[config.mk]
export PLATFORM = sky130hd
export DESIGN_NAME = auth_cmd_tx
export DESIGN_NICKNAME = d
export VERILOG_FILES = /design/src/rtl/auth_pkg.sv /design/src/rtl/auth_cmd_tx_uart_tx_core.sv /design/src/rtl/auth_cmd_tx.sv
export SDC_FILE = /design/constraint.sdc
export NUM_CORES = 1
export LEC_CHECK = 0
export BUFFER_PORTS_ARGS = -buffer_cell sky130_fd_sc_hd__buf_2
export CAP_MARGIN = 20
export CORE_UTILIZATION = 40
export DETAILED_ROUTE_END_ITERATION = 10
export GPL_TIMING_DRIVEN = 0
export PLACE_DENSITY_LB_ADDON = 0.15
export SKIP_LAST_GASP = 1
export SLEW_MARGIN = 20
export SYNTH_ARGS = -nofsm -noshare
export SYNTH_HDL_FRONTEND = slang
export SYNTH_SLANG_ARGS = --single-unit
[constraint.sdc]
create_clock -name clk -period 2.7 [get_ports clk]
set_clock_uncertainty 0.2 [all_clocks]
set_input_delay 0.135 -clock clk [delete_from_list [all_inputs] [get_ports clk]]
set_output_delay 0.135 -clock clk [all_outputs]
set_load 0.02 [all_outputs]
[src/rtl/auth_pkg.sv]
// -----------------------------------------------------------------------------
// auth_pkg
// Shared definitions for the rider-auth command transmitter:
//   CMD_GO / CMD_STOP : the two command bytes carried on the auth UART
//   tx_state_t        : transmitter state encoding, used by the top-level FSM
//                       and by the UART core for its own bit phase
// -----------------------------------------------------------------------------
package auth_pkg;

   localparam logic [7:0] CMD_GO   = 8'h67;  // 'g' power-up / go
   localparam logic [7:0] CMD_STOP = 8'h73;  // 's' stop

   typedef enum logic [2:0] {
      IDLE  = 3'd0,
      LOAD  = 3'd1,
      START = 3'd2,
      DATA  = 3'd3,
      STOP  = 3'd4,
      GAP   = 3'd5
   } tx_state_t;

endpackage : auth_pkg

[src/rtl/auth_cmd_tx_uart_tx_core.sv]
// -----------------------------------------------------------------------------
// uart_tx_core
// 8N1 serializer: start bit, 8 data bits LSB first, stop bit, each bit lasting
// exactly BAUD_DIV clk cycles. Owns the baud counter, bit counter and shift
// register. A frame starts when load is high while the core is idle.
//
// Ports
//   clk        in   system clock
//   rst_n      in   asynchronous active-low reset
//   load       in   start a frame with data (ignored while a frame is running)
//   data[7:0]  in   byte to send, captured on load
//   tx         out  serial line, idle high (registered)
//   frame_done out  high for the last clk cycle of the stop bit (registered)
//   bit_end    out  current cycle is the last one of a start or data bit
//   last_data  out  bit counter is on data bit 7
// -----------------------------------------------------------------------------
module uart_tx_core
   import auth_pkg::*;
#(
   parameter int BAUD_DIV = 2604
) (
   input  logic       clk,
   input  logic       rst_n,
   input  logic       load,
   input  logic [7:0] data,
   output logic       tx,
   output logic       frame_done,
   output logic       bit_end,
   output logic       last_data
);

   localparam logic [11:0] BAUD_RELOAD = 12'(BAUD_DIV - 1);

   tx_state_t   phase_reg;
   logic [11:0] baud_cnt_reg;
   logic [2:0]  bit_cnt_reg;
   logic [7:0]  shift_reg;
   logic        tx_reg;
   logic        frame_done_reg;

   always_ff @(posedge clk or negedge rst_n) begin
      if (!rst_n) begin
         phase_reg      <= IDLE;
         baud_cnt_reg   <= '0;
         bit_cnt_reg    <= '0;
         shift_reg      <= '0;
         tx_reg         <= 1'b1;
         frame_done_reg <= 1'b0;
      end else begin
         frame_done_reg <= 1'b0;
         case (phase_reg)
            IDLE: begin
               tx_reg <= 1'b1;
               if (load) begin
                  phase_reg    <= START;
                  tx_reg       <= 1'b0;
                  baud_cnt_reg <= BAUD_RELOAD;
                  shift_reg    <= data;
               end
            end
            START: begin
               if (baud_cnt_reg == '0) begin
                  phase_reg    <= DATA;
                  tx_reg       <= shift_reg[0];
                  shift_reg    <= {1'b0, shift_reg[7:1]};
                  bit_cnt_reg  <= '0;
                  baud_cnt_reg <= BAUD_RELOAD;
               end else begin
                  baud_cnt_reg <= baud_cnt_reg - 12'd1;
               end
            end
            DATA: begin
               if (baud_cnt_reg == '0) begin
                  baud_cnt_reg <= BAUD_RELOAD;
                  if (bit_cnt_reg == 3'd7) begin
                     phase_reg <= STOP;
                     tx_reg    <= 1'b1;
                  end else begin
                     bit_cnt_reg <= bit_cnt_reg + 3'd1;
                     tx_reg      <= shift_reg[0];
                     shift_reg   <= {1'b0, shift_reg[7:1]};
                  end
               end else begin
                  baud_cnt_reg <= baud_cnt_reg - 12'd1;
               end
            end
            STOP: begin
               // Raise frame_done one cycle early so that, being a register,
               // it is high exactly during the final stop-bit cycle.
               if (baud_cnt_reg == 12'd1) begin
                  frame_done_reg <= 1'b1;
               end
               if (baud_cnt_reg == '0) begin
                  phase_reg <= IDLE;
               end else begin
                  baud_cnt_reg <= baud_cnt_reg - 12'd1;
               end
            end
            default: begin
               phase_reg <= IDLE;
               tx_reg    <= 1'b1;
            end
         endcase
      end
   end

   assign tx         = tx_reg;
   assign frame_done = frame_done_reg;
   assign bit_end    = (phase_reg != IDLE) && (baud_cnt_reg == '0);
   assign last_data  = (bit_cnt_reg == 3'd7);

endmodule : uart_tx_core

[src/rtl/auth_cmd_tx.sv]
// -----------------------------------------------------------------------------
// auth_cmd_tx
// Host-side rider-auth command transmitter. Turns one-cycle go/stop requests
// into 8N1 UART frames (0x67 go, 0x73 stop) with GAP_BITS idle bit-times after
// every frame. One pending request is held while a frame is in flight; the
// newest request wins, except that a pending stop is never replaced by a go.
//
// Optional feature (macro AUTH_HEARTBEAT_EN): while go_active is set and the
// transmitter is idle with nothing pending, 0x67 is re-queued every HB_PERIOD
// clk cycles, counted from the last completed frame.
//
// Ports
//   clk        in   system clock
//   rst_n      in   asynchronous active-low reset
//   go_req     in   one-cycle request to send 0x67
//   stop_req   in   one-cycle request to send 0x73 (beats go_req)
//   TX         out  UART serial out, idle high
//   busy       out  high from frame load until the end of the gap
//   cmd_sent   out  one-cycle pulse on the last stop-bit cycle
//   last_cmd   out  byte of the most recently completed frame
//   go_active  out  1 after a go frame completes, 0 after a stop frame
// -----------------------------------------------------------------------------
module auth_cmd_tx
   import auth_pkg::*;
#(
   parameter int BAUD_DIV  = 2604,
   parameter int GAP_BITS  = 2,
   parameter int HB_PERIOD = 2**22
) (
   input  logic       clk,
   input  logic       rst_n,
   input  logic       go_req,
   input  logic       stop_req,
   output logic       TX,
   output logic       busy,
   output logic       cmd_sent,
   output logic [7:0] last_cmd,
   output logic       go_active
);

   localparam int GAP_CYC = GAP_BITS * BAUD_DIV;
   localparam int GAP_W   = (GAP_CYC > 1) ? $clog2(GAP_CYC) : 1;
   localparam logic [GAP_W-1:0] GAP_LOAD = GAP_W'((GAP_CYC > 0) ? GAP_CYC - 1 : 0);

   tx_state_t        state_reg;
   logic             slot_valid_reg;
   logic [7:0]       slot_byte_reg;
   logic [7:0]       cur_byte_reg;
   logic [GAP_W-1:0] gap_cnt_reg;
   logic             busy_reg;
   logic [7:0]       last_cmd_reg;
   logic             go_active_reg;

   logic core_tx;
   logic frame_done;
   logic bit_end;
   logic last_data;
   logic hb_fire;

   // ---------------------------------------------------------------- requests
   logic       req_any;
   logic [7:0] req_byte;
   logic       slot_keep;

   assign req_any  = go_req | stop_req | hb_fire;
   assign req_byte = stop_req ? CMD_STOP : CMD_GO;
   // A pending stop survives a go-only request. During LOAD the slot is being
   // emptied into the core, so anything arriving then simply refills it.
   assign slot_keep = slot_valid_reg && (slot_byte_reg == CMD_STOP) && !stop_req
                      && (state_reg != LOAD);

`ifdef AUTH_HEARTBEAT_EN
   localparam int HB_W = (HB_PERIOD > 1) ? $clog2(HB_PERIOD) : 1;
   localparam logic [HB_W-1:0] HB_LAST = HB_W'(HB_PERIOD - 1);

   logic [HB_W-1:0] hb_cnt_reg;

   assign hb_fire = go_active_reg && (state_reg == IDLE) && !slot_valid_reg
                    && (hb_cnt_reg == HB_LAST);

   // Restarts on every completed frame; saturates at the terminal count until
   // the transmitter is idle and empty so the heartbeat is never lost.
   always_ff @(posedge clk or negedge rst_n) begin
      if (!rst_n) begin
         hb_cnt_reg <= '0;
      end else if (frame_done || !go_active_reg || hb_fire) begin
         hb_cnt_reg <= '0;
      end else if (hb_cnt_reg != HB_LAST) begin
         hb_cnt_reg <= hb_cnt_reg + 1'b1;
      end
   end
`else
   assign hb_fire = 1'b0;
`endif

   // --------------------------------------------------------------------- FSM
   always_ff @(posedge clk or negedge rst_n) begin
      if (!rst_n) begin
         state_reg      <= IDLE;
         slot_valid_reg <= 1'b0;
         slot_byte_reg  <= 8'h00;
         cur_byte_reg   <= 8'h00;
         gap_cnt_reg    <= '0;
         busy_reg       <= 1'b0;
         last_cmd_reg   <= 8'h00;
         go_active_reg  <= 1'b0;
      end else begin
         if (req_any && !slot_keep) begin
            slot_valid_reg <= 1'b1;
            slot_byte_reg  <= req_byte;
         end else if (state_reg == LOAD) begin
            slot_valid_reg <= 1'b0;
         end

         case (state_reg)
            IDLE: begin
               // Looking at the raw request as well as the slot gives the
               // two-cycle request-to-start-bit latency.
               if (slot_valid_reg || req_any) begin
                  state_reg <= LOAD;
                  busy_reg  <= 1'b1;
               end
            end
            LOAD: begin
               cur_byte_reg <= slot_byte_reg;
               state_reg    <= START;
            end
            START: begin
               if (bit_end) begin
                  state_reg <= DATA;
               end
            end
            DATA: begin
               if (bit_end && last_data) begin
                  state_reg <= STOP;
               end
            end
            STOP: begin
               if (frame_done) begin
                  last_cmd_reg  <= cur_byte_reg;
                  go_active_reg <= (cur_byte_reg == CMD_GO);
                  gap_cnt_reg   <= GAP_LOAD;
                  if (GAP_BITS == 0) begin
                     state_reg <= IDLE;
                     busy_reg  <= 1'b0;
                  end else begin
                     state_reg <= GAP;
                  end
               end
            end
            GAP: begin
               if (gap_cnt_reg == '0) begin
                  state_reg <= IDLE;
                  busy_reg  <= 1'b0;
               end else begin
                  gap_cnt_reg <= gap_cnt_reg - 1'b1;
               end
            end
            default: begin
               state_reg <= IDLE;
               busy_reg  <= 1'b0;
            end
         endcase
      end
   end

   uart_tx_core #(
      .BAUD_DIV (BAUD_DIV)
   ) u_core (
      .clk        (clk),
      .rst_n      (rst_n),
      .load       (state_reg == LOAD),
      .data       (slot_byte_reg),
      .tx         (core_tx),
      .frame_done (frame_done),
      .bit_end    (bit_end),
      .last_data  (last_data)
   );

   assign TX        = core_tx;
   assign busy      = busy_reg;
   assign cmd_sent  = frame_done;
   assign last_cmd  = last_cmd_reg;
   assign go_active = go_active_reg;

endmodule : auth_cmd_tx

# --- Word-level counts from Yosys, hierarchy flattened ---
# Index checks and enable logic that the tools add are counted.
totals:
  reg_bits: 71
  latch_bits: 0
  mem_bits_rw: 0
  romBits: 0
  in_bits: 4
  elab_cells: 116
  n_memories: 0
op_classes:
  add_sub_neg: 3
  mul: 0
  div: 0
  n_lt_le_gt_ge: 0
  eq_ne: 26
  shifts: 0
  mux: 40
  bitwise: 3
  reduce_logical: 30
op_table:
  columns: ["cell", "n"]
  rows:
  - ["$mux W12", 3]
  - ["$mux W3", 12]
  - ["$pmux W12 S3", 1]
  - ["$mux W8", 4]
  - ["$mux W13", 2]
  - ["$pmux W13 S2", 1]
  - ["$pmux W8 S3", 1]
  - ["$pmux W3 S6", 1]
  - ["$eq A8 B7 Y1 const B", 2]
  - ["$ne A2 B2 Y1 const B", 8]
  - ["$reduce_and A5 Y1", 3]
  - ["$logic_not A13 Y1", 1]
  - ["$sub A13 B1 Y13 const B", 1]
  - ["$eq A12 B1 Y1 const B", 1]
  - ["$eq A3 B2 Y1 const B", 4]
  - ["$eq A3 B3 Y1 const B", 4]
  - ["$logic_not A12 Y1", 1]
  - ["$pmux W3 S4", 1]
  - ["$reduce_and A3 Y1", 4]
  - ["$sub A12 B1 Y12 const B", 1]
  - ["$mux W1", 10]
  - ["$ne A2 B1 Y1 const B", 5]
  - ["$reduce_bool A3 Y1", 3]
  - ["$logic_and A1 B1 Y1", 6]
  - ["other kinds (17)", 22]

# --- Logic depth before layout (Yosys ltp) ---
# Gate-level depths: netlist of run 1.
logic_depth:
  word_depth: 7
  mapped_depth: 8

# --- Cells and area by module ---
# A second synthesis of run 1 with hierarchy kept.
unflattened:
  cells_unflattened: 331
  hier_area_um2: 3110.5
modules_own_cells:
  columns: ["module", "n_inst", "cells_each", "area_per_inst_um2"]
  rows:
  - ["uart_tx_core", 1, 176, 1641.6]
  - ["auth_cmd_tx", 1, 155, 1468.9]

# --- Worst setup path after synthesis of run 1 ---
# OpenSTA, ideal clock, no wires.
synth_path:
  path_kind: "register to register"
  start: "register u_core.baud_cnt_reg[0]"
  end: "register u_core.bit_cnt_reg[0]"
  setup_ps: 125
  arrival_time_ps: 1897
  t_required_ps: 2375
  slack_ps: 478
  stages_incl_launch_ff: 9
  path_buffers: 2
  synth_period_minus_slack_ps: 2222
  cell_sequence: "dfrtp_1 -> inv_1 -> ha_1 -> nor4bb_1 -> and4_1 -> buf_4 -> and2_1 -> clkbuf_2 -> mux2_2"
synth_between:
  elab_chain_cells: 3
  word_cells_on_any_way: 4
  classes_between: "2 x eq/ne; 2 x reduce/logical"
synth_rtl:
  columns: ["element", "line", "source"]
  rows:
  - ["start: declaration", "auth_cmd_tx_uart_tx_core.sv:35", "logic [11:0] baud_cnt_reg;"]
  - ["start signal: assignment", "auth_cmd_tx_uart_tx_core.sv:69", "baud_cnt_reg <= baud_cnt_reg - 12'd1;"]
  - ["start signal: assignment", "auth_cmd_tx_uart_tx_core.sv:84", "baud_cnt_reg <= baud_cnt_reg - 12'd1;"]
  - ["start signal: assignment", "auth_cmd_tx_uart_tx_core.sv:96", "baud_cnt_reg <= baud_cnt_reg - 12'd1;"]
  - ["$logic_not A12 Y1 *", "auth_cmd_tx_uart_tx_core.sv:62, auth_cmd_tx_uart_tx_core.sv:73", null]
  - ["$ne A2 B1 Y1 (no source line)", null, null]
  - ["$reduce_and A4 Y1 (no source line) *", null, null]
  - ["end signal: assignment", "auth_cmd_tx_uart_tx_core.sv:79", "bit_cnt_reg <= bit_cnt_reg + 3'd1;"]
  - ["end: declaration", "auth_cmd_tx_uart_tx_core.sv:36", "logic [2:0] bit_cnt_reg;"]
# Mark *: on every way between the ends. The rest lies on a longest branch, timed or not.
# A chain may end at the register's enable or synchronous reset.

# --- Worst setup path in the final report of run 1 ---
# Same ends and word-level chain as after synthesis.

==> impl.org, run 1 <==
** Cells and area
- Summing all non-filler instances in the final layout gives an area of 0.00355 mm².
- Final core utilization :: 0.459
- The register with the most flip-flops in the layout has 13 of them.
- The repair_antennas step left the layout with diodes totalling 0.
- Multi-input gate area :: roughly 0.0017 mm²
- Final layout net count :: 361
- FF+latch area :: 0.00138 mm²
- The area growth from synthesis to layout is 10.8%.
- Of the cells placed in the final design, the portion with a size suffix greater than 1 is 0.182.
- The layout has slightly above 700 filler cells.

** Logic synthesis
- Sequential-to-total area share from yosys stat :: 0.430
- Synth top area share :: 0.422
- Average size of a mapped cell :: a little under 10 µm²
- Yosys mapped a number of flops with a built-in enable equal to 0.
- Synth area leader :: sky130_fd_sc_hd__dfrtp_1
- Top cells by area in the synthesized netlist :: sky130_fd_sc_hd__dfrtp_1 42%, sky130_fd_sc_hd__mux2i_1 3.8%, sky130_fd_sc_hd__nand2_1 3.2%
- Synthesis handed over a netlist of 326 instances.
- The synthesized netlist contains 68 unique library cells.
- In the synthesized netlist the async set-or-reset flop fraction comes to 1.00.
- Synth Register Bits :: 55
- Main flop type after synthesis :: sky130_fd_sc_hd__dfrtp_1
- Post-Synthesis Cell Area :: 0.00320 mm²
- Yosys warns :: 0

** GRT
- Across every metal layer, demand over resource in global routing totals 0.180.
- First-pass GRT wire length :: 12100 µm
- Antenna violations before repair :: 0
- The via count of the first global-routing pass came to 2577.
- Aggregate global routing overflow :: 0
- Pin count of the biggest net entering global routing :: 56

** Pwr
- Post-layout power :: 0.00136 W
- Total power density per cell area :: 384 mW/mm²
- IR drop worst, VDD :: 0.263 mV
- Leakage :: 1.49 nW

** CTS
- Clock tree from TritonCTS :: done
- For this design, the sink count on the clock tree is 55.
- Library cell used as clock root buffer :: sky130_fd_sc_hd__clkbuf_8
- The clock passes through at most 2 buffers.
- Clock-pin slew of the registers on the worst-case setup and hold paths :: 0.10 ns
- Worst skew pair latency :: 0.31 ns
- The number of clock buffers added by TritonCTS is 5.
- H-tree depth reported by CTS :: 2

** Die
- The total area inside the core boundary comes to 0.00773 mm².
- Measured along the x axis, the die boundary spans ~90 µm.
- The initial utilization of the core area, before any placement, comes to 0.414.
- Height of the die :: 91.5 µm
- Number of top-level pins :: 16
- Die outline area :: 0.00837 mm²
- Placement Rows :: 32

** Detailed routing
- For this block, the routed nets add up to a little over 7000 µm of wire.
- 1st-pass router iterations :: 4
- After the first detailed-routing iteration, the DRC count stood at 157.
- Number of vias after detailed routing :: 2579
- Post-route DRC violation count :: 0
- Routed length per placed instance :: 15.6 µm
- Routed vias/inst :: 5.68
- The count of nets left with antenna violations once routing finished came out at 0.

** STA
- Setup total negative slack on the finished layout was measured at 0 ns.
- Worst relative slew slack :: 0.337
- Final-report max-slew violation count :: 0
- Final Worst Setup Slack :: 0.181 ns
- # setup viols final :: 0
- Max frequency :: 397 MHz
- Setup repair after global routing missed its margin :: no
- At the pin with the least slew margin, the transition time is 0.987 ns.
- Portion of the clock cycle consumed by the worst path in the final layout :: 0.933
- Counting I/O delays and the setup requirement, the final critical path takes 2.52 ns.
- The hold violation count in the final report was 0.

** Critical path
- The worst setup path is captured at a register.
- Required time worst endpoint :: roughly 2.7 ns
- In this run the worst path has a maximum fanout of 10.
- At the worst endpoint, the arrival time is 2.53 ns.
- Startpoint kind of the worst setup timing path :: register
- The setup path with the least slack is of type register to register.
- Register-to-register setup slack :: 0.18 ns

** Hold path
- The path class of the tightest hold or removal check is input port to async pin.

** Placed design
- Number of port buffers :: 13
- Half-perimeter wire length after placement :: ~5000 µm
- In this run the cell area measured after placement is about 0.0034 mm².
- Worst slack, placed :: 0.150 ns
- At the end of routability-driven placement, the weighted congestion stood at about 0.84.

** Run
- Across the run, the number of max-cap violations was 0.

** Status
- Result of the run :: finished clean
[where the power goes]
| group | internal, W | total (W) | switching (W) |
|---|---|---|---|
| Clock | 0.000210 | 0.000498 | 0.000288 |
| Combinational | 0.0000109 | 0.0000332 | 0.0000223 |
| Sequential | 0.000829 | 0.000832 | 0.00000319 |
[metrics by stage]
| step | hold WS [ns] | std cells |
|---|---|---|
| after global placement | 0.155 | 442 |
| after CTS | 0.242 | 454 |
| after detailed placement | 0.0481 | 442 |
| after floorplan | -0.361 | 327 |
| after global routing | 0.273 | 454 |
| final | 0.209 | 454 |
[worst paths after layout]
kind                                             start               endpoint  cells past startpoint
worst max-delay path            u_core.baud_cnt_reg[0]  u_core.bit_cnt_reg[0]                      8
worst min-delay path                             rst_n        gap_cnt_reg[10]                      2
min in group clk                           last_cmd[4]            last_cmd[4]                      2
worst max register to register  u_core.baud_cnt_reg[0]  u_core.bit_cnt_reg[0]                      8
max in group asynchronous                        rst_n         slot_valid_reg                      2
worst min register to register             last_cmd[4]            last_cmd[4]                      2
[metal layers]
metal  routed length [µm]  up-vias  part of all wire  track usage
li1                     -     1276                 -            -
met1                 3330     1260              0.47        0.232
met2                 3460       38              0.49        0.310
met3                  235        5             0.033       0.0310
met4                   55        0            0.0078       0.0516
met5                    0        -                 0            0
[worst max-delay path: stages, from the launching register on]
cell and delay [ns]:
sky130_fd_sc_hd__dfrtp_1 0.49, sky130_fd_sc_hd__inv_1 0.10, sky130_fd_sc_hd__ha_1 0.25, sky130_fd_sc_hd__nor4bb_2 0.36
sky130_fd_sc_hd__and4_1 0.22, sky130_fd_sc_hd__buf_4 0.17, sky130_fd_sc_hd__and2_1 0.13, sky130_fd_sc_hd__clkbuf_2 0.16
sky130_fd_sc_hd__mux2_2 0.34
[cells in the final DEF (no fill, tap or decap), types with 3 or more instances in the layout]
cell type,synthesis,routed
sky130_fd_sc_hd__dfrtp_1,54,54
sky130_fd_sc_hd__nand2_1,27,27
sky130_fd_sc_hd__nor2_1,17,17
sky130_fd_sc_hd__nand3_1,17,17
sky130_fd_sc_hd__buf_2,4,16
sky130_fd_sc_hd__inv_1,14,14
sky130_fd_sc_hd__nor3_1,14,14
sky130_fd_sc_hd__a21oi_1,14,14
sky130_fd_sc_hd__mux2i_1,12,12
sky130_fd_sc_hd__o21ai_0,11,11
sky130_fd_sc_hd__or3_1,9,9
sky130_fd_sc_hd__buf_4,7,8
sky130_fd_sc_hd__o31ai_1,7,7
sky130_fd_sc_hd__clkbuf_1,8,6
sky130_fd_sc_hd__o22ai_1,6,6
sky130_fd_sc_hd__a2bb2oi_1,6,6
sky130_fd_sc_hd__ha_1,6,6
sky130_fd_sc_hd__clkbuf_8,0,6
sky130_fd_sc_hd__nand4_1,5,5
sky130_fd_sc_hd__mux2_2,5,5
sky130_fd_sc_hd__nor4_1,4,4
sky130_fd_sc_hd__clkbuf_2,2,4
sky130_fd_sc_hd__a211oi_1,4,4
sky130_fd_sc_hd__or4_1,4,4
sky130_fd_sc_hd__dlygate4sd3_1,0,4
sky130_fd_sc_hd__nor2b_1,3,3
sky130_fd_sc_hd__or3b_2,3,3
sky130_fd_sc_hd__and2_1,3,3
sky130_fd_sc_hd__and3_1,3,3
sky130_fd_sc_hd__a31oi_1,3,3
[final cells by class]
| type | instances | share of cell area |
|---|---|---|
| Clock inverter | 2 | 0.00458 |
| Timing Repair Buffer | 17 | 0.0303 |
| Inverter | 14 | 0.0148 |
| Tap cell | 102 | 0.0360 |
| Buffer | 21 | 0.0324 |
| Multi-Input combinational cell | 237 | 0.470 |
| Sequential cell | 55 | 0.388 |
| Clock buffer | 6 | 0.0233 |
[synth_stat cells (4+ instances only)]
cell type and n:
sky130_fd_sc_hd__dfrtp_1 54, sky130_fd_sc_hd__nand2_1 27, sky130_fd_sc_hd__nand3_1 17, sky130_fd_sc_hd__nor2_1 17, sky130_fd_sc_hd__a21oi_1 14, sky130_fd_sc_hd__inv_1 14
sky130_fd_sc_hd__nor3_1 14, sky130_fd_sc_hd__mux2i_1 12, sky130_fd_sc_hd__o21ai_0 11, sky130_fd_sc_hd__or3_1 9, sky130_fd_sc_hd__clkbuf_1 8, sky130_fd_sc_hd__buf_4 7
sky130_fd_sc_hd__o31ai_1 7, sky130_fd_sc_hd__a2bb2oi_1 6, sky130_fd_sc_hd__ha_1 6, sky130_fd_sc_hd__o22ai_1 6, sky130_fd_sc_hd__mux2_2 5, sky130_fd_sc_hd__nand4_1 5
sky130_fd_sc_hd__a211oi_1 4, sky130_fd_sc_hd__buf_2 4, sky130_fd_sc_hd__nor4_1 4, sky130_fd_sc_hd__or4_1 4
[cells by family after synthesis]
| family | synth area share |
|---|---|
| and+or+nand+nor | 0.258 |
| AOI/OAI and AO/OA | 0.181 |
| DFF | 0.430 |
| buffers and inverters | 0.0516 |
| muxes | 0.0551 |
| adders and majority gates | 0.0234 |
| other | 0.00117 |
[what timing repair did]
action                                  CTS  global route
hold buffers                              4             0
endpoints found under the hold margin    58             0
endpoints found under the setup margin    0             3
gates resized for setup                   0             5
buffers inserted                          0             0
Power figures use the tool's default switching activity.
==> run 2: changes to the inputs <==
--- a/config.mk
+++ b/config.mk
@@ -7,7 +7,7 @@
 export LEC_CHECK = 0
 export BUFFER_PORTS_ARGS = -buffer_cell sky130_fd_sc_hd__buf_2
 export CAP_MARGIN = 20
-export CORE_UTILIZATION = 40
+export CORE_UTILIZATION = 43
 export DETAILED_ROUTE_END_ITERATION = 10
 export GPL_TIMING_DRIVEN = 0
 export PLACE_DENSITY_LB_ADDON = 0.15
==> impl.org, run 2 (synthesis gave the netlist of run 1 again) <==
** Cells and area
- The net count of the finished layout is roughly 360.
- Layout cells sized above 1 :: 0.178
- Post-route design area :: 0.00354 mm²
- Most frequent cells in the layout :: 54 x sky130_fd_sc_hd__dfrtp_1, 27 x sky130_fd_sc_hd__nand2_1, 17 x sky130_fd_sc_hd__nor2_1, 17 x sky130_fd_sc_hd__nand3_1, 16 x sky130_fd_sc_hd__buf_2
- Max FFs per register :: 13
- The library cell used most frequently in the layout, excluding fill and tap cells, is sky130_fd_sc_hd__dfrtp_1.
- 0 antenna diodes ended up in the layout.
- Area Overhead vs Synth :: 10.7%
- Finished Layout Cells :: between 400 and 500

** Critical path
- Critical setup path kind :: register to register
- The slowest stage of the critical path belongs to the cell sky130_fd_sc_hd__dlygate4sd3_1.
- Family of cells with the greatest summed delay on the critical path :: buffers and inverters
- Along the worst path, the maximum fanout reaches 10.
- The most numerous cell type found on the critical path is sky130_fd_sc_hd__clkbuf_1.
- Startpoint kind of the worst setup timing path :: register
- The worst setup path is captured at a register.
- For this run, the slowest stage of the critical path takes approximately 0.55 ns.
- At the worst endpoint, the arrival time is 2.58 ns.
- Data on the critical path is required at its endpoint by between 2 and 3 ns.
- Walking the worst path, the cells encountered are clkbuf_1 -> or3b_2 -> clkbuf_1 -> nand4_1 -> a21oi_1 -> nor2_1 -> dlygate4sd3_1.
- Number of buffers and inverters on the critical path :: 3

** Placed design
- Summing all placed instances gives a cell area of 0.00340 mm².
- Number of port buffers :: 13
- Gpl congestion :: about 0.80
- Number of placed instances, taps included :: 439
- Half-perimeter wire length after placement :: 4830 µm

** Detailed routing
- For this run, design rule violations remaining after detail routing come to 2.
- The detail route stage leaves a number of antenna-violating nets equal to 0.
- Summing over every cut layer, the via total after detailed routing is 2588.
- After the first detailed-routing iteration, the DRC count stood at 130.
- Dividing the detail-routed wire length by the instance count gives 15.2 µm.
- Final wirelength :: 6900 µm
- 1st-pass router iterations :: 7
- Routed vias/inst :: 5.71

** STA
- Final-report max-slew violation count :: 0
- Portion of the clock cycle consumed by the worst path in the final layout :: 0.935
- Setup violations remaining at the end of the flow were counted as 0.
- Setup repair after global routing left no endpoint under its margin.
- Setup total negative slack on the finished layout was measured at 0 ns.
- Final period demand of the worst path :: between 2 and 3 ns
- Headroom to the max-slew limit came out at 0.342.
- The hold violation count in the final report came to 0.
- Max frequency :: 396 MHz
- Transition time at the pin with the least slew margin :: 0.980 ns

** Pwr
- Leakage :: roughly 1.5 nW
- The worst-case IR drop observed on VDD is 0.233 mV.
- Post-layout power :: 0.00133 W
- Total power density per cell area :: 375 mW/mm²

** Die
- The initial utilization of the core area, before any placement, comes to 0.444.
- The die is 88.3 µm wide.
- The core region is 0.00721 mm².
- In this run the core area contains 31 standard-cell rows.
- Die outline area :: 0.00780 mm²
- From bottom edge to top edge, the die measures between 80 and 90 µm.
- Number of top-level pins :: 16

** GRT
- For this run, the total global-route usage over all layers was measured as 0.193.
- Summed over all layers, the global routing overflow is 0.
- The via count of the first global-routing pass was 2357.
- Entering global routing, the biggest net connects 56 pins.
- Antenna violations before repair :: 0
- First-pass GRT wire length :: ~12000 µm

** Status
- Result of the run :: finished with violations
- Violations in the final reports :: DRC

** CTS
- Library cell used as clock root buffer :: sky130_fd_sc_hd__clkbuf_8
- The later pin in the worst-skew pair is clocked with a latency of 0.31 ns.
- TritonCTS built the clock tree.
- Clock-pin slew was measured on the worst setup and hold paths at 0.10 ns.
- Max Buffers Root-to-Sink :: 2
- CTS built an H-tree with a depth of 2.
- # clock sinks :: 55
- Clock tree synthesis inserted a total of 5 buffers.

** Run
- Maximum capacitance violations :: 0

** Hold path
- Class of the most critical hold timing path :: input port to async pin
run 2: cell types whose count changed in the layout (fill, tap and decap cells not counted), sizes merged:
cell,delta
buf,+2
run 2: path summary, 6_finish.rpt:
path,cells past startpoint,from,end,slack [ns]
worst max-delay path,7,state_reg[0],slot_byte_reg[2],0.17
worst min-delay path,2,rst_n,gap_cnt_reg[2],0.19
worst max register to register,7,state_reg[0],slot_byte_reg[2],0.17
worst min register to register,2,last_cmd[4],last_cmd[4],0.28
max in group asynchronous,2,rst_n,u_core.baud_cnt_reg[7],1.62
min in group clk,2,last_cmd[4],last_cmd[4],0.28
run 2: layout make-up:
class                      count  area [µm²]
buffer                        21         113
clock buffer                   6        72.6
clock inverter                 2        12.5
fill                         712        3670
inverter                      14        52.6
multi-input combinational    237        1670
sequential                    55        1380
tap                           99         124
timing repair buffer          19         123
run 2: report_power, final:
group          internal [W]   total, W  leakage (nW)  switching, W
combinational     0.0000109  0.0000329         0.780     0.0000220
sequential         0.000828   0.000832         0.664    0.00000341
clock              0.000182   0.000464        0.0412      0.000282
total               0.00102    0.00133          1.49      0.000307
run 2: what timing repair did:
item	4_1_cts	5_1_grt
hold buffers	4	0
buffers inserted	0	2
gates resized for setup	0	1
hold endpoints to repair	58	0
endpoints found under the setup margin	0	7
run 2: worst reg2reg max path: stages, from the launching register on:
cell and delay, ns:
sky130_fd_sc_hd__dfrtp_1 0.38, sky130_fd_sc_hd__clkbuf_1 0.34, sky130_fd_sc_hd__or3b_2 0.48, sky130_fd_sc_hd__clkbuf_1 0.23, sky130_fd_sc_hd__nand4_1 0.15, sky130_fd_sc_hd__a21oi_1 0.07
sky130_fd_sc_hd__nor2_1 0.07, sky130_fd_sc_hd__dlygate4sd3_1 0.55
run 2: per-stage QoR:
stage	hold WS [ns]	worst slack, ns	utilization
floorplan	-0.361	0.478	-
global placement	0.152	0.153	0.471
detailed placement	0.0404	0.145	0.471
CTS	0.237	0.152	0.488
global route	0.288	0.0293	0.491
finish	0.194	0.174	0.491
run 2: routing by layer:
metal,wire (µm),GRT usage,up-vias
met5,0,0,-
met2,3260,0.301,38
met1,3330,0.272,1259
met3,166,0.0299,14
met4,137,0.0733,0
li1,-,-,1277
